===== config.mk =====
export PLATFORM = sky130hd
export DESIGN_NAME = controle_varredura_servo
export DESIGN_NICKNAME = d
export VERILOG_FILES = /design/src/rtl/controle_varredura_servo.sv
export SDC_FILE = /design/constraint.sdc
export NUM_CORES = 1
export LEC_CHECK = 0
export ABC_AREA = 0
export ABC_CLOCK_PERIOD_IN_PS = 2200
export CORE_MARGIN = 3
export CORE_UTILIZATION = 53
export CTS_CLUSTER_SIZE = 8
export DETAILED_ROUTE_END_ITERATION = 8
export PLACE_DENSITY = 0.8
export SLEW_MARGIN = 20
export SYNTH_ARGS = -nofsm -noshare
export SYNTH_HDL_FRONTEND = slang
export SYNTH_SLANG_ARGS = --single-unit

===== constraint.sdc =====
create_clock -name clock_i -period 2.2 [get_ports clock_i]
set_clock_uncertainty 0.05 [all_clocks]
set_input_delay 0.44 -clock clock_i [delete_from_list [all_inputs] [get_ports clock_i]]
set_output_delay 0.44 -clock clock_i [all_outputs]
set_load 0.05 [all_outputs]

===== src/rtl/controle_varredura_servo.sv =====
// ----------------------------------------------------------------------------
// controle_varredura_servo
// Sweep sequencer placed ahead of the servo PWM generator. It steps the 3-bit
// width selector through positions 0..7 and back again (ping-pong). At each
// position it waits for the servo to settle, requests one distance
// measurement, and then advances. It advances when the measurement is
// acknowledged, or when the acknowledge does not arrive in time.
//
// Ports
//   clock_i          system clock, rising edge
//   reset_i          asynchronous, active-high; clears all state
//   ligar_i          sweep enable, sampled in INICIAL and PROXIMA only
//   pronto_medida_i  measurement acknowledge, sampled in MEDE only
//   posicao_o        [2:0] position selector for the PWM generator
//   medir_o          one-cycle measurement request
//   fim_varredura_o  one-cycle pulse on each direction reversal
//   timeout_o        one-cycle pulse when MEDE expires without acknowledge
//   db_estado_o      [2:0] current FSM state code (debug)
//
// state     | meaning
// INICIAL   | idle, position and direction held until ligar_i
// POSICIONA | servo settling, T_ASSENTA cycles
// MEDE      | measurement requested, waiting for acknowledge or timeout
// PROXIMA   | one cycle, steps posicao and picks the sweep direction
// ----------------------------------------------------------------------------
module controle_varredura_servo #(
    parameter int unsigned T_ASSENTA = 25000000,
    parameter int unsigned T_TIMEOUT = 5000000
) (
    input  logic       clock_i,
    input  logic       reset_i,
    input  logic       ligar_i,
    input  logic       pronto_medida_i,
    output logic [2:0] posicao_o,
    output logic       medir_o,
    output logic       fim_varredura_o,
    output logic       timeout_o,
    output logic [2:0] db_estado_o
);

    typedef enum logic [1:0] {
        INICIAL   = 2'd0,
        POSICIONA = 2'd1,
        MEDE      = 2'd2,
        PROXIMA   = 2'd3
    } estado_t;

    localparam logic [31:0] ASSENTA_FIM = 32'(T_ASSENTA - 1);
    localparam logic [31:0] TIMEOUT_FIM = 32'(T_TIMEOUT - 1);

    estado_t     estado_q;
    logic [31:0] timer_q;
    logic [2:0]  posicao_q;
    logic        subindo_q;
    logic        medir_q;
    logic        fim_q;
    logic        timeout_q;

    always_ff @(posedge clock_i or posedge reset_i) begin
        if (reset_i) begin
            estado_q  <= INICIAL;
            timer_q   <= '0;
            posicao_q <= 3'd0;
            subindo_q <= 1'b1;
            medir_q   <= 1'b0;
            fim_q     <= 1'b0;
            timeout_q <= 1'b0;
        end else begin
            // The pulse outputs are high for one cycle only, unless a branch
            // below sets them again.
            medir_q   <= 1'b0;
            fim_q     <= 1'b0;
            timeout_q <= 1'b0;
            case (estado_q)
                INICIAL: begin
                    if (ligar_i) begin
                        estado_q <= POSICIONA;
                        timer_q  <= '0;
                    end
                end
                POSICIONA: begin
                    if (timer_q == ASSENTA_FIM) begin
                        estado_q <= MEDE;
                        timer_q  <= '0;
                        medir_q  <= 1'b1;
                    end else begin
                        timer_q <= timer_q + 32'd1;
                    end
                end
                MEDE: begin
                    // The acknowledge is checked before expiry, so an
                    // acknowledge on the last cycle suppresses the timeout.
                    if (pronto_medida_i) begin
                        estado_q <= PROXIMA;
                        timer_q  <= '0;
                    end else if (timer_q == TIMEOUT_FIM) begin
                        estado_q  <= PROXIMA;
                        timer_q   <= '0;
                        timeout_q <= 1'b1;
                    end else begin
                        timer_q <= timer_q + 32'd1;
                    end
                end
                PROXIMA: begin
                    if (subindo_q && posicao_q == 3'd7) begin
                        subindo_q <= 1'b0;
                        posicao_q <= 3'd6;
                        fim_q     <= 1'b1;
                    end else if (!subindo_q && posicao_q == 3'd0) begin
                        subindo_q <= 1'b1;
                        posicao_q <= 3'd1;
                        fim_q     <= 1'b1;
                    end else if (subindo_q) begin
                        posicao_q <= posicao_q + 3'd1;
                    end else begin
                        posicao_q <= posicao_q - 3'd1;
                    end
                    timer_q  <= '0;
                    estado_q <= ligar_i ? POSICIONA : INICIAL;
                end
                default: begin
                    estado_q <= INICIAL;
                    timer_q  <= '0;
                end
            endcase
        end
    end

    assign posicao_o       = posicao_q;
    assign medir_o         = medir_q;
    assign fim_varredura_o = fim_q;
    assign timeout_o       = timeout_q;
    assign db_estado_o     = {1'b0, estado_q};

endmodule


==> results.json <==
{
  "run_status": "finished, violations left",
  "violations": "negative setup slack",
  "synth_enable_flop_cells": 0,
  "drt_pre_antenna_iters": 6,
  "maximum_number_of_pins_on_one_net_before_global_route_repair": 42,
  "synth_adder_area_share": 0.03858,
  "fin_crit_ns": 2.335,
  "maxCapViolations": 0,
  "met1_usage": 0.3071,
  "global_route.usage.met3": 0.05405,
  "route.detailed.vias_per_inst": 6.289,
  "synth.ff_latch_count": 41,
  "fp.dieArea_sq_um": 5505,
  "detail_route.wl_per_cell_um": 16.72,
  "post_layout_nonfiller_instances": 374,
  "fin_ws_ns": -0.1351,
  "clk_transition_reported_paths_ns": 0.08,
  "total_leakage_power_nw": 1.515,
  "htreeDepth": 2,
  "synth_compound_gate_area_share": 0.1680,
  "via_count_of_the_first_global_routing_pass": 2196,
  "grt_first_pass_wirelength_um": 10140,
  "dp.final_hpwl_um": 4081,
  "pin_count": 13,
  "postSynth.asyncResetShare": 1.000,
  "yosys_warnings": 0,
  "setup_viol_count_final": 25,
  "cpMaxStageDelayCell": "sky130_fd_sc_hd__or4_1",
  "diodes": 0,
  "end_kind": "flop",
  "timing.fmax_mhz": 428.2,
  "cp_slowest_stage_delay_ns": 0.51,
  "crit_chain": "or4_1 > or4_4 > nor3_4 > o22ai_4 > buf_12 > a21o_1 > a22o_1",
  "finalNetCount": 332,
  "max-vdd-ir-drop_v": 0.0002693,
  "share_of_synthesized_area_occupied_by_flip_flops_and_latches": 0.4168,
  "synth_top_cell_area_share": 0.4061,
  "postSynth.topFlopCell": "sky130_fd_sc_hd__dfrtp_1",
  "cts_tree": "yes",
  "gr_ovfl_total": 0,
  "worst_skew_pair.late_latency_ns": 0.30,
  "crit_path_max_fanout": 16,
  "ys_types": 44,
  "synth.net_count": 290,
  "hold_class": "input pin to asynchronous set/reset pin",
  "gp_congestion": 0.9056,
  "ant_nets": 0,
  "cp_data_required_time_ns": 2.34,
  "worst_r2r_startpoint": "timer_q[16]",
  "post_synth_mux_area_share": 0.03401,
  "initial_cell_density_of_the_core": 0.5584,
  "count_of_input_and_output_buffers": 11,
  "yosys.area_share.simple": 0.2716,
  "root_buffer_cell": "sky130_fd_sc_hd__clkbuf_8",
  "dr.first_iter.drc_count": 117,
  "netlist_top_cells_area": "sky130_fd_sc_hd__dfrtp_1 (41%), sky130_fd_sc_hd__nand2_1 (4.6%), sky130_fd_sc_hd__nand3_1 (3.9%)",
  "synth_commonest_cells": "sky130_fd_sc_hd__dfrtp_1 (40), sky130_fd_sc_hd__nand2_1 (30), sky130_fd_sc_hd__nor2_1 (20)",
  "max-clock-path-buffers": 2,
  "setup.worst_path.start_class": "flop",
  "syn_inst": 279,
  "use_met2": 0.3947,
  "syn_area_sq_um": 2465,
  "synth-xor-area-share": 0.02487,
  "synth_top_family_by_area": "simple AND/OR/NAND/NOR gates",
  "dp.cells": 358,
  "reg2regPathDepth": 7,
  "report.final.hold_viol_count": 0,
  "grt_use_total": 0.2388,
  "rsz_0062_raised_after_global_routing": "yes",
  "reg2reg_slack_ns": -0.14,
  "synth_area_per_cell_sq_um": 8.835,
  "number_of_remaining_drc_errors": 0,
  "critPathTopFamily": "simple AND/OR/NAND/NOR gates",
  "fin_crit_sh": 1.061,
  "numClockSinks": 41,
  "grt_busiest_layer": "met2",
  "synth.largest_area_cell": "sky130_fd_sc_hd__dfrtp_1",
  "area_growth_syn_to_layout_pct": 27.56,
  "fp.dieW_um": 74.20,
  "slew_violations": 0,
  "floorplan.die.height_um": 74.20,
  "detailedPlace.worstSlack_ns": -0.1686,
  "wirelength_um": 6253,
  "core_area_sq_um": 4414,
  "power.density_nw_per_um2": 402.8,
  "cts_inserted_buffers": 5,
  "crit_buf_inv": 1,
  "grt_antenna_before_repair": 0,
  "ff_to_ff_end": "timer_q[9]",
  "critPathArrivalTime_ns": 2.48,
  "criticalPathCategory": "flop to flop",
  "drive_above_1_share": 0.2329,
  "timing_worst_slew_pin_value_ns": 0.5702,
  "std_cell_rows": 24,
  "max-slew-margin-rel": 0.6169,
  "route.vias.total": 2352,
  "post-synth-top-count-cell": "sky130_fd_sc_hd__dfrtp_1"
}
-- worst min-delay path, cell delays in order --
cell	delay, ns
sky130_fd_sc_hd__clkdlybuf4s50_1	0.40
sky130_fd_sc_hd__inv_1	0.09
sky130_fd_sc_hd__buf_12	0.24
-- per-layer routing --
layer	share of wire	routed length, um
met3	0.055	346
met4	0.014	85
met5	0	0
met2	0.51	3174
met1	0.42	2647
-- layout make-up --
type	count	area, sq um
sequential	41	1030
inverter	7	26.28
multi-input combinational	215	1455
fill	336	1270
clock buffer	6	72.57
timing repair buffer	51	485.5
clock inverter	2	10.01
tap	52	65.06
-- layout by cell type (no fill, tap or decap), types with 3 or more instances in the layout --
| cell | instances |
|---|---|
| sky130_fd_sc_hd__a21oi_2 | 4 |
| sky130_fd_sc_hd__nand2_1 | 26 |
| sky130_fd_sc_hd__nor4_1 | 5 |
| sky130_fd_sc_hd__inv_1 | 5 |
| sky130_fd_sc_hd__clkdlybuf4s50_1 | 9 |
| sky130_fd_sc_hd__buf_12 | 3 |
| sky130_fd_sc_hd__a31oi_1 | 11 |
| sky130_fd_sc_hd__mux2i_1 | 5 |
| sky130_fd_sc_hd__dfrtp_1 | 38 |
| sky130_fd_sc_hd__nand2b_1 | 4 |
| sky130_fd_sc_hd__buf_4 | 32 |
| sky130_fd_sc_hd__nor2_1 | 19 |
| sky130_fd_sc_hd__xor2_1 | 6 |
| sky130_fd_sc_hd__nand4_1 | 13 |
| sky130_fd_sc_hd__and3_1 | 13 |
| sky130_fd_sc_hd__clkbuf_8 | 5 |
| sky130_fd_sc_hd__and2_1 | 4 |
| sky130_fd_sc_hd__a22o_1 | 10 |
| sky130_fd_sc_hd__a21oi_1 | 11 |
| sky130_fd_sc_hd__and4_1 | 3 |
| sky130_fd_sc_hd__o21ai_0 | 5 |
| sky130_fd_sc_hd__o22ai_1 | 3 |
| sky130_fd_sc_hd__a21o_1 | 5 |
| sky130_fd_sc_hd__buf_6 | 4 |
| sky130_fd_sc_hd__o21ai_1 | 4 |
| sky130_fd_sc_hd__nand3_1 | 18 |
| sky130_fd_sc_hd__nor3_1 | 5 |
| sky130_fd_sc_hd__ha_1 | 6 |
-- power by group --
| part | switching, W | leakage, nW | internal (W) | total, W |
|---|---|---|---|---|
| clock | 0.000265 | 0.0450 | 0.000220 | 0.000484 |
| combinational | 0.0000201 | 0.922 | 0.00000897 | 0.0000291 |
| sequential | 0 | 0.548 | 0.000753 | 0.000753 |
| total | 0.000285 | 1.51 | 0.000982 | 0.00127 |
-- kinds of logic after synthesis --
kind of cell,after synthesis
AO/OA/AOI/OAI,64
XOR/XNOR,7
adder cells (fa/ha/maj),7
buffers and inverters,23
flip-flops,41
multiplexers,8
other,1
AND/OR/NAND/NOR,128
-- worst max-delay path by stage --
stage                            from    endpoint  slack, ns  depth (start not counted)
final                     timer_q[16]  timer_q[9]      -0.14                          7
after global placement    timer_q[16]  timer_q[4]      -0.12                          7
after detailed placement  timer_q[16]  timer_q[9]      -0.17                          7
after global routing      timer_q[16]  timer_q[9]      -0.23                          7
after CTS                 timer_q[16]  timer_q[6]      -0.12                          7
after floorplan           timer_q[16]  timer_q[6]      -0.03                          7
-- registers in the layout, indices dropped and copies added, names as in the netlist --
signal / count
subindo_q: 1
medir_o: 1
posicao_o: 3
estado_q: 2
fim_varredura_o: 1
timeout_o: 1
timer_q: 32
-- metrics by stage --
step           setup TNS [ns]  hold slack, ns   power, W  utilization  cell area (sq um)
3_5_place_dp           -2.522          0.4416  0.0007977       0.6465               2854
3_3_place_gp           -1.578          0.4420  0.0007978       0.6465               2854
5_1_grt                -4.810          0.4808   0.001305       0.7123               3144
6_report               -1.715          0.4506   0.001267       0.7123               3144
4_1_cts                -1.976          0.4530   0.001281       0.6800               3002
2_1_floorplan         -0.2438          0.4019  0.0007846            -               2476
-- timing repair --
action	4_1_cts	5_1_grt
setup buffers	3	3
endpoints found under the setup margin	33	36
hold buffers	0	0
resized for setup	5	25
pin swaps	2	4
cloned	1	2
(Power assumes the default switching activity.)
